--- config.mk ---
export PLATFORM = sky130hd
export DESIGN_NAME = intra4x4_mode_search
export DESIGN_NICKNAME = d
export VERILOG_FILES = /design/src/rtl/intra4x4_mode_search.sv
export SDC_FILE = /design/constraint.sdc
export NUM_CORES = 1
export LEC_CHECK = 0
export ABC_AREA = 1
export CAP_MARGIN = 20
export CORE_AREA = 4 4 191 193
export CTS_CLUSTER_DIAMETER = 120
export DETAILED_ROUTE_END_ITERATION = 8
export DIE_AREA = 0 0 195 197
export HOLD_SLACK_MARGIN = 0.12
export PLACE_DENSITY = 0.8
export SLEW_MARGIN = 40
export SYNTH_ARGS = -nofsm -noshare
export SYNTH_HDL_FRONTEND = slang
export SYNTH_SLANG_ARGS = --single-unit
--- constraint.sdc ---
create_clock -name clk -period 8.4 [get_ports clk]
set_input_delay 1.68 -clock clk [delete_from_list [all_inputs] [get_ports clk]]
set_output_delay 1.68 -clock clk [all_outputs]
set_load 0.01 [all_outputs]
--- src/rtl/intra4x4_mode_search.sv ---
`default_nettype none
// ============================================================================
// Module      : intra4x4_mode_search
// Description : Sequencer for the 4x4 luma intra-prediction datapaths.
//               On start, latches one original 4x4 block and the neighbour
//               availability flags. It then issues the nine Intra_4x4 modes,
//               one per cycle, and skips modes whose neighbours are missing.
//               It computes the SAD of every returned prediction and reports
//               the lowest-cost mode.
// Ports       : clk, reset        - clock, synchronous active-high reset
//               start             - begin a search (accepted when idle)
//               orig_in           - original block, pixel k in [8k+7:8k]
//               avail_top/left    - neighbour availability, sampled on start
//               pred_req/pred_mode- request to the shared prediction mux
//               pred_in           - prediction, PRED_LAT cycles after request
//               busy, done        - search in progress / one-cycle result pulse
//               best_mode/best_sad- lowest-cost mode and its SAD
// Revision    : 1.0 - initial release
// ============================================================================
module intra4x4_mode_search #(
    parameter int PRED_LAT = 1
) (
    input  logic         clk,
    input  logic         reset,
    input  logic         start,
    input  logic [127:0] orig_in,
    input  logic         avail_top,
    input  logic         avail_left,
    output logic         pred_req,
    output logic [3:0]   pred_mode,
    input  logic [127:0] pred_in,
    output logic         busy,
    output logic         done,
    output logic [3:0]   best_mode,
    output logic [11:0]  best_sad
);

    localparam logic [1:0]  c_st_idle   = 2'd0;
    localparam logic [1:0]  c_st_issue  = 2'd1;
    localparam logic [1:0]  c_st_drain  = 2'd2;
    localparam logic [3:0]  c_last_mode = 4'd8;
    localparam logic [3:0]  c_mode_dc   = 4'd2;
    localparam logic [11:0] c_sad_init  = 12'd4095;
    // The drain counter runs until the last tag has gone through the
    // predictor latency, the SAD stage and the compare stage.
    localparam logic [3:0]  c_drain_end = 4'(PRED_LAT + 1);

    logic [1:0]          r_state;
    logic [1:0]          w_state_nxt;
    logic [3:0]          r_cnt;
    logic [3:0]          w_cnt_nxt;
    logic                w_start_ok;
    logic                w_allowed;
    logic [127:0]        r_orig;
    logic                r_top;
    logic                r_left;
    logic [PRED_LAT-1:0] r_tag_v;
    logic [3:0]          r_tag_m [PRED_LAT];
    logic [11:0]         w_sad;
    logic                r_s_v;
    logic [3:0]          r_s_mode;
    logic [11:0]         r_s_sad;
    logic [3:0]          r_best_mode;
    logic [11:0]         r_best_sad;

    function automatic logic [7:0] f_abs_diff(input logic [7:0] a, input logic [7:0] b);
        logic signed [8:0] d;
        d = $signed({1'b0, a}) - $signed({1'b0, b});
        return d[8] ? 8'(-d) : d[7:0];
    endfunction

    // Mode availability against the latched neighbour flags.
    always_comb begin
        w_allowed = 1'b0;
        case (r_cnt)
            4'd0, 4'd3, 4'd7: w_allowed = r_top;
            4'd1, 4'd8:       w_allowed = r_left;
            4'd4, 4'd5, 4'd6: w_allowed = r_top & r_left;
            4'd2:             w_allowed = 1'b1;
            default:          w_allowed = 1'b0;
        endcase
    end

    // Next-state logic and outputs. Skipped modes still use their issue
    // slot, so the latency does not depend on availability.
    always_comb begin
        w_state_nxt = r_state;
        w_cnt_nxt   = r_cnt;
        w_start_ok  = 1'b0;
        pred_req    = 1'b0;
        pred_mode   = 4'd0;
        done        = 1'b0;
        case (r_state)
            c_st_idle: begin
                if (start) begin
                    w_start_ok  = 1'b1;
                    w_state_nxt = c_st_issue;
                    w_cnt_nxt   = 4'd0;
                end
            end
            c_st_issue: begin
                pred_mode = r_cnt;
                pred_req  = w_allowed;
                if (r_cnt == c_last_mode) begin
                    w_state_nxt = c_st_drain;
                    w_cnt_nxt   = 4'd0;
                end else begin
                    w_cnt_nxt = r_cnt + 4'd1;
                end
            end
            c_st_drain: begin
                if (r_cnt == c_drain_end) begin
                    done        = 1'b1;
                    w_state_nxt = c_st_idle;
                    w_cnt_nxt   = 4'd0;
                end else begin
                    w_cnt_nxt = r_cnt + 4'd1;
                end
            end
            default: begin
                w_state_nxt = c_st_idle;
                w_cnt_nxt   = 4'd0;
            end
        endcase
    end

    // SAD of the prediction that the predictors return this cycle.
    always_comb begin
        w_sad = 12'd0;
        for (int k = 0; k < 16; k++) begin
            w_sad = w_sad + 12'(f_abs_diff(r_orig[8*k +: 8], pred_in[8*k +: 8]));
        end
    end

    always_ff @(posedge clk) begin
        if (reset) begin
            r_state     <= c_st_idle;
            r_cnt       <= 4'd0;
            r_orig      <= '0;
            r_top       <= 1'b0;
            r_left      <= 1'b0;
            r_tag_v     <= '0;
            for (int i = 0; i < PRED_LAT; i++) begin
                r_tag_m[i] <= 4'd0;
            end
            r_s_v       <= 1'b0;
            r_s_mode    <= 4'd0;
            r_s_sad     <= 12'd0;
            r_best_mode <= 4'd0;
            r_best_sad  <= 12'd0;
        end else begin
            r_state <= w_state_nxt;
            r_cnt   <= w_cnt_nxt;

            // Tag pipeline mirrors the predictor latency.
            r_tag_v[0] <= pred_req;
            r_tag_m[0] <= pred_mode;
            for (int i = 1; i < PRED_LAT; i++) begin
                r_tag_v[i] <= r_tag_v[i-1];
                r_tag_m[i] <= r_tag_m[i-1];
            end

            // Stage S: the SAD is registered with its exiting tag.
            r_s_v <= r_tag_v[PRED_LAT-1];
            if (r_tag_v[PRED_LAT-1]) begin
                r_s_mode <= r_tag_m[PRED_LAT-1];
                r_s_sad  <= w_sad;
            end

            if (w_start_ok) begin
                r_orig      <= orig_in;
                r_top       <= avail_top;
                r_left      <= avail_left;
                r_best_mode <= c_mode_dc;
                r_best_sad  <= c_sad_init;
            end else if (r_s_v && (r_s_sad < r_best_sad)) begin
                // A strict compare keeps the earlier, lower-index mode on ties.
                r_best_mode <= r_s_mode;
                r_best_sad  <= r_s_sad;
            end
        end
    end

    assign busy      = (r_state != c_st_idle);
    assign best_mode = r_best_mode;
    assign best_sad  = r_best_sad;

endmodule
`default_nettype wire
==> impl_metrics.toml <==
[critical_path]
max_stage_delay_ns = 0.57
reg2reg_depth = 32
rrSetupSlack_ns = 1.81
crit_type = "primary input to flip-flop"
worstPathArrival_ns = 8.26
end_kind = "flip-flop"
cp_data_required_time_ns = 8.77
critPathLaunchType = "primary input"
r2r-start = "r_orig[72]"
r2r-end = "r_s_sad[10]"
worstPathMaxFanout = 5
crit_slowest_cell = "fa_1"

[clock_tree]
cts_sinks = 174
numCtsBuffers = 17
cts_tree = "done"
cts.htree.levels = 4
cts_hold_buf = 0
clkTransAtPathRegs_ns = 0.08
clock_path_buffers = 2
clkLatencyLatePin_ns = 0.46
post_cts.repair.setup_buffers = 0
root_buffer = "clkbuf_16"
cts_resized = 0

[placement]
hpwlAfterDp_um = 40500
port_buffers = 283
gp_congestion = 0.897

[logic_synthesis]
synth_top_area_frac = 0.184
ys_seq_area_frac = 0.184
synth_top_area_cell = "dfxtp_1"
synth_cell_types = 42
syn-instance-count = 2904
synth-edff-count = 0
async_reset_ff_frac = 0
synth_area_um2 = 18900
ys_seq_elements = 174
synth.area.top_cells = "dfxtp_1 18%, fa_1 13%, nand2_1 12%"
ys_warn_count = 0
syn_avg_cell_area_um2 = 6.52
synth_ff_type = "dfxtp_1"
synth_nets = 3473

[finish]
drive_gt1_frac = 0.0374
area_growth_pct = 20.7
diodes = 0
nets = 3735

[sta]
finClkSkew_ns = 0.0122
finalMaxSlewViolations = 0
period_minus_slack_ns = 7.90
fmax_mhz = 127
setup_viol = 0
finalCritPeriodShare = 0.940
relSlewSlack = 0.494
hold_violations = 0
worst_pin_slew_ns = 0.758
final.setup.tns_ns = 0
rsz0062_at_grt = "false"

[die]
die_w_um = 195
core_area_um2 = 34500
rows = 68
initial_core_util = 0.548
fp.dieH_um = 197
io_pins = 284
dieArea_um2 = 38400

[run]
timing.max_cap.violations = 0

[global_routing]
grt_max_degree = 97
grtUsageTotal = 0.255
grt_pass1_vias = 17900
overflow = 0
antenna_found_initial = 0
grt_pass1_wl_um = 82900

[hold_path]
hold_depth = 2
hold_class = "flip-flop to flip-flop"
holdPathEnd = "r_orig[32]"
hp-start = "r_orig[32]"

[drt]
postRouteWirelength_um = 48900
vias_per_cell = 5.04
antenna_left = 0
via_count = 18300
dr.pass1.iters = 5
wl_per_cell_um = 13.5
drtIter0Drc = 949
route.detailed.drc = 0

[status]
outcome = "complete, no violations"
-- sequential cells by signal, indices dropped and copies added (netlist names), 2 cells and up --
signal	cells
r_orig	128
r_tag_m	4
r_state	2
r_cnt	4
best_sad	12
best_mode	4
r_s_mode	4
r_s_sad	12
-- how the worst max path moves through the flow --
stage                     start          end  slack (ns)  depth (start not counted)
floorplan           pred_in[72]  r_s_sad[10]        0.90                         31
global placement    pred_in[72]  r_s_sad[10]        0.10                         32
detailed placement  pred_in[72]  r_s_sad[10]        0.05                         32
CTS                 pred_in[72]  r_s_sad[10]        0.50                         32
global route        pred_in[24]  r_s_sad[10]        0.11                         30
finish              pred_in[72]  r_s_sad[10]        0.50                         32
-- critical path: cells and delay by family --
family	cells	cell delay [ns]
AO/OA/AOI/OAI	2	0.40
AND/OR/NAND/NOR	8	0.86
adder cells (fa/ha/maj)	10	4.17
XOR/XNOR	1	0.11
buffers and inverters	11	1.05
-- metrics by stage --
step	setup slack, ns	util	instances	hold WS, ns	instance area, um2
final	0.504	0.661	3634	0.462	22800
after detailed placement	0.0477	0.643	3602	0.458	22200
after floorplan	0.902	-	2904	0.431	18900
after global placement	0.102	0.643	3602	0.446	22200
after global routing	0.112	0.661	3634	0.488	22800
after CTS	0.500	0.661	3634	0.468	22800
-- metal layers --
metal | routed length (um) | GRT usage | up-vias
met3 | 2410 | 0.0441 | 34
met2 | 22900 | 0.431 | 405
met5 | 0 | 0 | -
met1 | 23000 | 0.351 | 8371
li1 | - | - | 9493
met4 | 554 | 0.0453 | 0
-- cell type report --
class                   count  area [um2]
inverters                 608        2290
fillers                  3071       11700
clock buffers              18         439
multi-input cells        2067       12900
flip-flops and latches    174        3480
clock inverters            14         171
repair buffers            298        2940
well taps                 455         569
-- cells by family (layout without fill, tap and decap cells) --
logic type	Yosys count	in the layout	share of synthesized area
and+or+nand+nor	1355	1355	0.303
buffers and inverters	663	938	0.133
AOI/OAI and AO/OA	337	337	0.0958
adders and majority gates	308	308	0.253
DFF	174	174	0.184
xor gates and xnor gates	67	67	0.0310
-- synth_stat cells, types with 10 or more instances --
cell type and n:
dfxtp_1 174, o21ai_1 10, xnor2_1 28, fa_1 124
nor2_1 406, inv_2 16, xor2_1 39, ha_1 184
o21a_1 18, buf_2 17, nor2_2 11, inv_1 591
a21oi_1 118, nand2_1 624, nand3b_1 23, nand2_2 13
clkbuf_1 35, o21ai_0 171, nand3_1 207, nand4_1 39
-- cell usage in the layout (no fill, tap or decap), types with 3 or more instances in the layout --
master and count:
nor3_1 5, nor2_1 406, o21a_1 18, or2_4 3, inv_8 6, ha_1 184
clkdlybuf4s50_1 282, xor2_1 39, dfxtp_1 174, o21ai_0 171, nand4_1 39, nand3_1 207
o31a_1 5, fa_1 124, nor2_4 5, nand3b_1 23, or2_1 3, clkbuf_16 17
nand3_2 4, inv_1 589, nor3_2 4, xnor2_1 28, buf_4 14, nand2_2 13
nor2_2 11, a21oi_1 118, a21oi_2 5, nand2_1 623, inv_2 16, and2_1 5
o21ai_1 10
Power is left out: the tool's default activity adds up to more than one toggle a clock period on the data nets, which glitch-free logic cannot reach.
